<file path="src/rtl/fifo_reader.sv">
// -----------------------------------------------------------------------------
// fifo_reader
// Pulls bytes out of a registered-read FIFO and presents them on a
// valid/ready output stream through a 2-entry skid buffer, so one byte per
// cycle can be sustained despite the 2-cycle read-to-valid latency.
//
// Ports
//   clk         rising-edge clock for all state
//   rst         synchronous, active-high reset
//   en          1 = fetch from the FIFO, 0 = stop fetching and drain
//   fifo_empty  FIFO empty flag
//   fifo_dout   FIFO read data, valid the cycle after an accepted read
//   fifo_re     FIFO read strobe (combinational)
//   m_valid     output stream valid (buffer not empty)
//   m_ready     output stream sink ready
//   m_data      output stream data (oldest buffered entry)
//   busy        1 while the controller is not IDLE
//   rd_count    bytes delivered since reset, modulo 2^16
// -----------------------------------------------------------------------------
module fifo_reader #(
   parameter int unsigned DW = 8
) (
   input  logic          clk,
   input  logic          rst,
   input  logic          en,
   input  logic          fifo_empty,
   input  logic [DW-1:0] fifo_dout,
   output logic          fifo_re,
   output logic          m_valid,
   input  logic          m_ready,
   output logic [DW-1:0] m_data,
   output logic          busy,
   output logic [15:0]   rd_count
);

   localparam int unsigned CNT_W = 16;
   localparam int unsigned OCC_W = 2;
   localparam int unsigned SUM_W = 3;

   typedef enum logic [1:0] {
      IDLE  = 2'd0,
      RUN   = 2'd1,
      DRAIN = 2'd2
   } state_t;

   state_t             state_q,    state_d;
   logic [OCC_W-1:0]   occ_q,      occ_d;
   logic               inflight_q, inflight_d;
   logic [DW-1:0]      buf0_q,     buf0_d;
   logic [DW-1:0]      buf1_q,     buf1_d;
   logic [CNT_W-1:0]   rd_count_q, rd_count_d;

   logic               pop;
   logic [SUM_W-1:0]   committed;

   // Stream handshake and status derived directly from state
   assign m_valid  = (occ_q != '0);
   assign m_data   = buf0_q;
   assign busy     = (state_q != IDLE);
   assign rd_count = rd_count_q;
   assign pop      = (occ_q != '0) && m_ready;

   // Read strobe: only issue when the buffer will still have room for the
   // byte when it lands, counting the byte already in flight and any pop now.
   always_comb begin
      committed = SUM_W'(occ_q) + SUM_W'(inflight_q) - SUM_W'(pop);
      fifo_re   = (state_q == RUN) && !fifo_empty && (committed < SUM_W'(2));
   end

   // Controller next state
   always_comb begin
      state_d = state_q;
      unique case (state_q)
         IDLE: begin
            if (en) state_d = RUN;
         end
         RUN: begin
            if (!en) state_d = DRAIN;
         end
         DRAIN: begin
            if (en)
               state_d = RUN;
            else if ((occ_q == '0) && !inflight_q)
               state_d = IDLE;
         end
         default: state_d = IDLE;
      endcase
   end

   // Buffer update: capture the in-flight byte and/or retire the head entry
   always_comb begin
      occ_d      = occ_q;
      buf0_d     = buf0_q;
      buf1_d     = buf1_q;
      inflight_d = fifo_re;
      rd_count_d = rd_count_q;

      unique case ({inflight_q, pop})
         2'b11: begin
            // Simultaneous capture and pop: occupancy unchanged, order kept
            if (occ_q == OCC_W'(1)) begin
               buf0_d = fifo_dout;
            end else begin
               buf0_d = buf1_q;
               buf1_d = fifo_dout;
            end
         end
         2'b10: begin
            if (occ_q == '0)
               buf0_d = fifo_dout;
            else
               buf1_d = fifo_dout;
            occ_d = occ_q + OCC_W'(1);
         end
         2'b01: begin
            buf0_d = buf1_q;
            occ_d  = occ_q - OCC_W'(1);
         end
         default: begin
         end
      endcase

      if (pop) rd_count_d = rd_count_q + CNT_W'(1);
   end

   // State registers; reset discards buffered and in-flight data
   always_ff @(posedge clk) begin
      if (rst) begin
         state_q    <= IDLE;
         occ_q      <= '0;
         inflight_q <= 1'b0;
         buf0_q     <= '0;
         buf1_q     <= '0;
         rd_count_q <= '0;
      end else begin
         state_q    <= state_d;
         occ_q      <= occ_d;
         inflight_q <= inflight_d;
         buf0_q     <= buf0_d;
         buf1_q     <= buf1_d;
         rd_count_q <= rd_count_d;
      end
   end

endmodule

</file>
<file path="config.mk">
export PLATFORM = sky130hd
export DESIGN_NAME = fifo_reader
export DESIGN_NICKNAME = d
export VERILOG_FILES = /design/src/rtl/fifo_reader.sv
export SDC_FILE = /design/constraint.sdc
export NUM_CORES = 1
export LEC_CHECK = 0
export CAP_MARGIN = 20
export CORE_UTILIZATION = 46
export CTS_BUF_LIST = sky130_fd_sc_hd__clkbuf_8
export DETAILED_ROUTE_END_ITERATION = 16
export DONT_BUFFER_PORTS = 1
export SLEW_MARGIN = 0
export SYNTH_ARGS = -nofsm -noshare
export SYNTH_HDL_FRONTEND = slang
export SYNTH_SLANG_ARGS = --single-unit
</file>
<file path="constraint.sdc">
create_clock -name clk -period 3.7 [get_ports clk]
set_clock_uncertainty 0.2 [all_clocks]
set_input_delay 0 -clock clk [delete_from_list [all_inputs] [get_ports clk]]
set_output_delay 0 -clock clk [all_outputs]
set_load 0.1 [all_outputs]
</file>
==> metrics.md, run 1 <==
| Metric | Value |
|---|---|
| CP dominant cell by count | `ha_1` |
| Crit-path slowest cell | `dlygate4sd3_1` |
| DRT Wirelength | `between 3000 and 4000 um` |
| Cell Rows | `21` |
| Reg2reg end | `inflight_q$_SDFF_PP0_` |
| R2r worst-path depth | `10` |
| Antenna cells | `0` |
| Reg2Reg Setup Slack | `around 0.30 ns` |
| Worst Hold Path EP | `rd_count[3]$_SDFFE_PP0P_` |
| Period utilization | `0.918` |
| Global-route wire length before repair | `approximately 6200 um` |
| Detailed Place HPWL | `around 2300 um` |
| CTS buffer count | `5` |
| Unrepaired setup endpoints after global routing | `no` |
| Area grow syn2layout | `26.7%` |
| Clock sinks | `37` |
| Register area share after synthesis | `0.440` |
| Port Buffers | `0` |
| Clk Latency, worst-skew pair | `0.29 ns` |
| Reg clk slew, reported paths | `0.07 ns` |
| Design area | `roughly 2100 um2` |
| CTS tree | `yes` |
| Die height | `between 60 and 70 um` |
| Worst slack, placed | `around 0.61 ns` |
| Final worst setup slack | `between 0.3 and 0.4 ns` |
| Synth top area share | `0.440` |
| CP top delay family | `adder cells` |
| Detailed-route wire length per cell | `roughly 14 um` |
| Initial Utilization | `0.493` |
| Final setup viols | `0` |
| Synth area leaders | `dfxtp_1 44%, nor2_1 6.7%, xor2_1 6.2%` |
| Htree depth | `2` |
| Post-synth top area cell | `dfxtp_1` |
| Die Wd | `around 62 um` |
| Post-synth EDFFs | `0` |
| Worst flop-to-flop path startpoint | `occ_q[1]$_SDFFE_PP0N_` |
| Total track usage | `0.203` |
| Total I/O pin count | `40` |
| Post-Place Cells | `around 230` |
| Worst min-delay path category | `in2reg` |
| Fin Hold WS | `0.0313 ns` |
| Synth cell types | `37` |
| Max_cap viols | `0` |
| Antenna violations before repair | `0` |
| VDD IR max | `approximately 0.46 mV` |
| Clock root cell | `clkbuf_8` |
| Status | `completed` |
| Remaining DRCs | `0` |
| TritonRoute pass-1 iters | `4` |
| Vias in the first global route | `1,373` |
| HP Start | `m_ready` |
| Hold-critical path depth | `4` |
| Final min period | `3.40 ns` |
| Highest clock rate | `0.294 GHz` |
| Synth Instances | `~180` |
| CP Data Arrival Time | `approximately 3.4 ns` |
| Non-Filler Instances | `approximately 260` |
| Crit path buffers/inverters | `2` |
| Placed Area | `roughly 1800 um2` |
| RePlAce Congestion | `0.743` |
| Startpoint Class | `register` |
| Setup total negative slack | `0 ns` |
| Vias per inst | `roughly 5.3` |
| Core ar. | `around 3400 um2` |
| Final ANT Viol Nets | `0` |
| GRT overflow | `0` |
| Vias post-DR | `approximately 1,400` |
| Max incr delay on CP | `0.56 ns` |
| Max Slew Vio Count | `0` |
| Yosys reg bits | `37` |
| Syn_area_per_cell | `around 9.4 um2` |
| Crit-path max FO | `6` |
| Synth async-reset ratio | `0` |
| Tot Pwr | `1.66 mW` |
| Critical path cell sequence | `inv_1 > ha_1 > nor2b_2 > ha_1 > nand2b_1 > fa_1 > xor2_1 > nor4b_4 > nor2b_1 > dlygate4sd3_1` |
| DR iter-0 viols | `53` |
| Leakage | `roughly 0.83 nW` |
| Post-Syn Nets | `around 200` |
| Cell Area, Synth | `1680 um2` |
| Worst relative slew slack | `0.340` |
| Die ar. | `3900 um2` |
| YS warnings | `0` |
| Largest net degree at the start of global routing | `38` |
| Final core utilization | `0.624` |
| Clk buf depth | `2` |
| Final hold vios | `0` |
| Nets@finish | `between 200 and 250` |
| CP required | `3.73 ns` |
| Worst-Margin Slew | `about 1 ns` |
| Prevailing post-synth register cell | `dfxtp_1` |
| CP Capture Type | `register` |
| Setup Crit Path Kind | `reg2reg` |
| Pwr/cell area | `approximately 780 nW/um2` |
| Layout cell share with drive strength beyond 1 | `0.148` |
## synthesized netlist by cell type, types with 2 or more instances
cell type / instances
or3_1: 3
nand2b_1: 2
and4_1: 2
inv_1: 9
nand2_1: 3
a21oi_1: 4
buf_2: 3
nand3_1: 3
dfxtp_1: 37
nor2b_1: 2
mux2i_1: 10
xor2_1: 12
o21ai_0: 3
nand4_1: 6
xnor2_1: 2
ha_1: 6
a22oi_1: 9
a211oi_1: 11
nor2_1: 30
clkbuf_1: 5
## flip-flops by register name, indices dropped and copies added, names as in the netlist
name and flops:
buf1_q 8, inflight_q 1, m_data 8, occ_q 2, rd_count 16, state_q 2
## how the worst max path moves through the flow
stage / from / to / slack [ns] / depth (start not counted)
floorplan: occ_q[1]$_SDFFE_PP0N_ / inflight_q$_SDFF_PP0_ / 0.07 / 11
global route: occ_q[1]$_SDFFE_PP0N_ / inflight_q$_SDFF_PP0_ / 0.11 / 10
detailed placement: occ_q[1]$_SDFFE_PP0N_ / fifo_re / 0.61 / 9
finish: occ_q[1]$_SDFFE_PP0N_ / inflight_q$_SDFF_PP0_ / 0.30 / 10
CTS: occ_q[1]$_SDFFE_PP0N_ / inflight_q$_SDFF_PP0_ / 0.18 / 10
global placement: occ_q[1]$_SDFFE_PP0N_ / fifo_re / 0.74 / 9
## per-layer routing
layer  global-route usage  vias up  part of all wire
met5                    0        -                 0
met4               0.0988        0             0.016
met3               0.0566        6             0.048
met2                0.359       34              0.51
met1                0.221      639              0.42
li1                     -      690                 -
## timing repair
item / CTS / global route
hold endpoints to repair: 37 / 0
buffers inserted: 0 / 0
setup endpoints to repair: 0 / 1
gates resized for setup: 0 / 1
hold buffers: 17 / 0
## power breakdown
part,switching [mW],internal (mW)
sequential,0.300,0.458
combinational,0.346,0.194
clock,0.148,0.219
total,0.794,0.871
## cell type report
class | instances | area [um2]
clock buffers | 6 | 82.6
clock inverters | 2 | 37.5
fillers | 299 | 1280
inverters | 9 | 33.8
multi-input cells | 122 | 872
flip-flops and latches | 37 | 741
well taps | 46 | 57.6
repair buffers | 34 | 308
## kinds of logic (layout without fill, tap and decap cells)
group	Yosys count	count (layout)	synth area share
mux	11	11	0.0662
compound gates	31	31	0.128
xor+xnor	14	14	0.0729
simple gates	59	59	0.184
flops	37	37	0.440
fa+ha+maj	7	7	0.0565
buf+inv	20	51	0.0520
## worst register-to-register path, delay by kind of cell, from the launching register on
family	cells	cell delay (ns)
XOR/XNOR	1	0.17
adder cells (fa/ha/maj)	3	1.01
buffers and inverters	2	0.66
flip-flops	1	0.39
AND/OR/NAND/NOR	4	0.90
## placed cells by master (no fill, tap or decap), types with 9 or more instances in the layout
cell type / instances
buf_4: 17
dlygate4sd3_1: 16
inv_1: 9
mux2i_1: 10
dfxtp_1: 37
a22oi_1: 9
xor2_1: 12
nor2_1: 30
a211oi_1: 11
Power figures use the tool's default switching activity.
==> run 2, diff against run 1 <==
CORE_UTILIZATION = 45   (was 46)
clock period = 3.4 ns   (was 3.7 ns; I/O delays follow)
==> metrics.md, run 2 (synthesis results as in run 1) <==
| Metric | Value |
|---|---|
| Total track usage | `0.192` |
| Clock root cell | `clkbuf_8` |
| Int Pwr | `around 0.94 mW` |
| Status | `completed` |
| Worst-Margin Slew | `roughly 0.98 ns` |
| Pwr/cell area | `~840 nW/um2` |
| Nets@finish | `between 200 and 250` |
| Setup total negative slack | `0 ns` |
| Core ar. | `approximately 3500 um2` |
| Critical path cell sequence | `inv_2 > ha_4 > nor2b_1 > buf_4 > ha_4 > nand2b_4 > fa_2 > xor2_2 > nor4b_4 > buf_4` |
| Max incr delay on CP | `between 0.3 and 0.4 ns` |
| Total I/O pin count | `40` |
| Switching Power | `about 0.87 mW` |
| CTS tree | `yes` |
| TritonRoute pass-1 iters | `4` |
| Non-Filler Instances | `258` |
| Tot Pwr | `1.81 mW` |
| Hold-critical path depth | `4` |
| Unrepaired setup endpoints after global routing | `no` |
| Clk buf depth | `2` |
| Highest clock rate | `approximately 0.34 GHz` |
| CTS buffer count | `5` |
| Met1 Track Usage GR | `0.198` |
| Fin Hold WS | `0.0284 ns` |
| Vias in the first global route | `roughly 1,400` |
| Global route hottest layer | `met2` |
| Worst min-delay path category | `in2reg` |
| DR iter-0 viols | `71` |
| CP Capture Type | `output port` |
| M3 GR Usage | `0.0688` |
| Clock sinks | `37` |
| Logic pwr share | `0.440` |
| Remaining DRCs | `0` |
| Layout fillers | `310` |
| Cell Rows | `21` |
| Final hold vios | `0` |
| Global-route wire length before repair | `roughly 6000 um` |
| Most frequent cells in the layout | `35 x dfxtp_1, 30 x nor2_1, 22 x buf_4` |
| GRT overflow | `0` |
| Period utilization | `0.868` |
| Crit-path max FO | `6` |
| Die Wd | `approximately 63 um` |
| Final min period | `slightly below 3 ns` |
| Post-CTS Setup Bufs | `0` |
| Vias post-DR | `approximately 1,400` |
| Clk Latency, worst-skew pair | `0.29 ns` |
| Switching share of power | `0.483` |
| Max reg flops | `16` |
| Final setup viols | `0` |
| Detailed Place HPWL | `2390 um` |
| Leakage | `between 0.8 and 0.9 nW` |
| Flop pwr share | `0.384` |
| VDD IR max | `around 0.4 mV` |
| Largest net degree at the start of global routing | `38` |
| Clock Power Share | `0.176` |
| PostCTS Resize Cnt | `0` |
| Area grow syn2layout | `28.5%` |
| Htree depth | `2` |
| CP required | `~3.2 ns` |
| Final core utilization | `0.624` |
| Crit-path slowest cell | `fa_2` |
| Layout cell share with drive strength beyond 1 | `0.208` |
| Port Buffers | `0` |
| Post-Place Cells | `about 240` |
| RePlAce Congestion | `0.738` |
| Startpoint Class | `register` |
| Detailed-route wire length per cell | `12.9 um` |
| Reg clk slew, reported paths | `~0.070 ns` |
| Vias per inst | `between 5 and 6` |
| Max Slew Vio Count | `0` |
| Antenna cells | `0` |
| Worst relative slew slack | `0.347` |
| CP Data Arrival Time | `2.75 ns` |
| Die height | `between 60 and 70 um` |
| R2r worst-path depth | `10` |
| GR Util met2 | `0.355` |
| DRT Wirelength | `between 3000 and 4000 um` |
| Initial Utilization | `0.485` |
| Most common cell after layout, fill and taps aside | `dfxtp_1` |
| Setup Crit Path Kind | `reg2out` |
| Final ANT Viol Nets | `0` |
| Max_cap viols | `0` |
| Antenna violations before repair | `0` |
| Die ar. | `about 4000 um2` |
run 2: cell type report:
class,count,area (um2),area share
Clock inverter,2,13.8,0.00636
Inverter,9,33.8,0.0156
Multi-Input combinational cell,122,912,0.422
Timing Repair Buffer,36,315,0.146
Sequential cell,37,748,0.346
Clock buffer,6,82.6,0.0382
Tap cell,46,57.6,0.0266
run 2: metrics by stage:
stage,worst slack (ns),instance area (um2)
3_5_place_dp,0.779,1920
4_1_cts,0.451,2160
3_3_place_gp,0.849,1920
2_1_floorplan,-0.0456,1760
5_1_grt,0.338,2160
6_report,0.447,2160
run 2: repair_timing:
action                                  4_1_cts  5_1_grt
hold buffers                                 14        0
endpoints found under the hold margin        37        0
endpoints found under the setup margin        0        0
run 2: layer usage:
| metal | up-vias | share of wire |
|---|---|---|
| met5 | - | 0 |
| met4 | 0 | 0.014 |
| met3 | 7 | 0.057 |
| met2 | 36 | 0.51 |
| met1 | 635 | 0.41 |
| li1 | 686 | - |
run 2: worst paths after layout:
path,start,endpoint,slack (ns)
setup / recovery,occ_q[1]$_SDFFE_PP0N_,fifo_re,0.45
hold / removal,m_ready,rd_count[3]$_SDFFE_PP0P_,0.03
hold reg to reg,state_q[1]$_SDFFE_PP0P_,state_q[0]$_SDFFE_PP0P_,0.28
setup reg to reg,occ_q[1]$_SDFFE_PP0N_,inflight_q$_SDFF_PP0_,0.86
run 2: critical path: cells and delay by family, from the launching register on:
kind          cells  cell delay (ns)
fa+ha+maj         3             0.79
flops             1             0.38
xor+xnor          1             0.16
simple gates      3             0.56
buf+inv           3             0.57
run 2: power groups by stage:
stage / Combinational (mW) / Clock (mW) / Sequential (mW)
floorplan: 0.481 / 0 / 0.877
global placement: 0.753 / 0 / 0.701
detailed placement: 0.772 / 0 / 0.705
CTS: 0.803 / 0.329 / 0.696
global route: 0.864 / 0.351 / 0.702
finish: 0.796 / 0.318 / 0.695
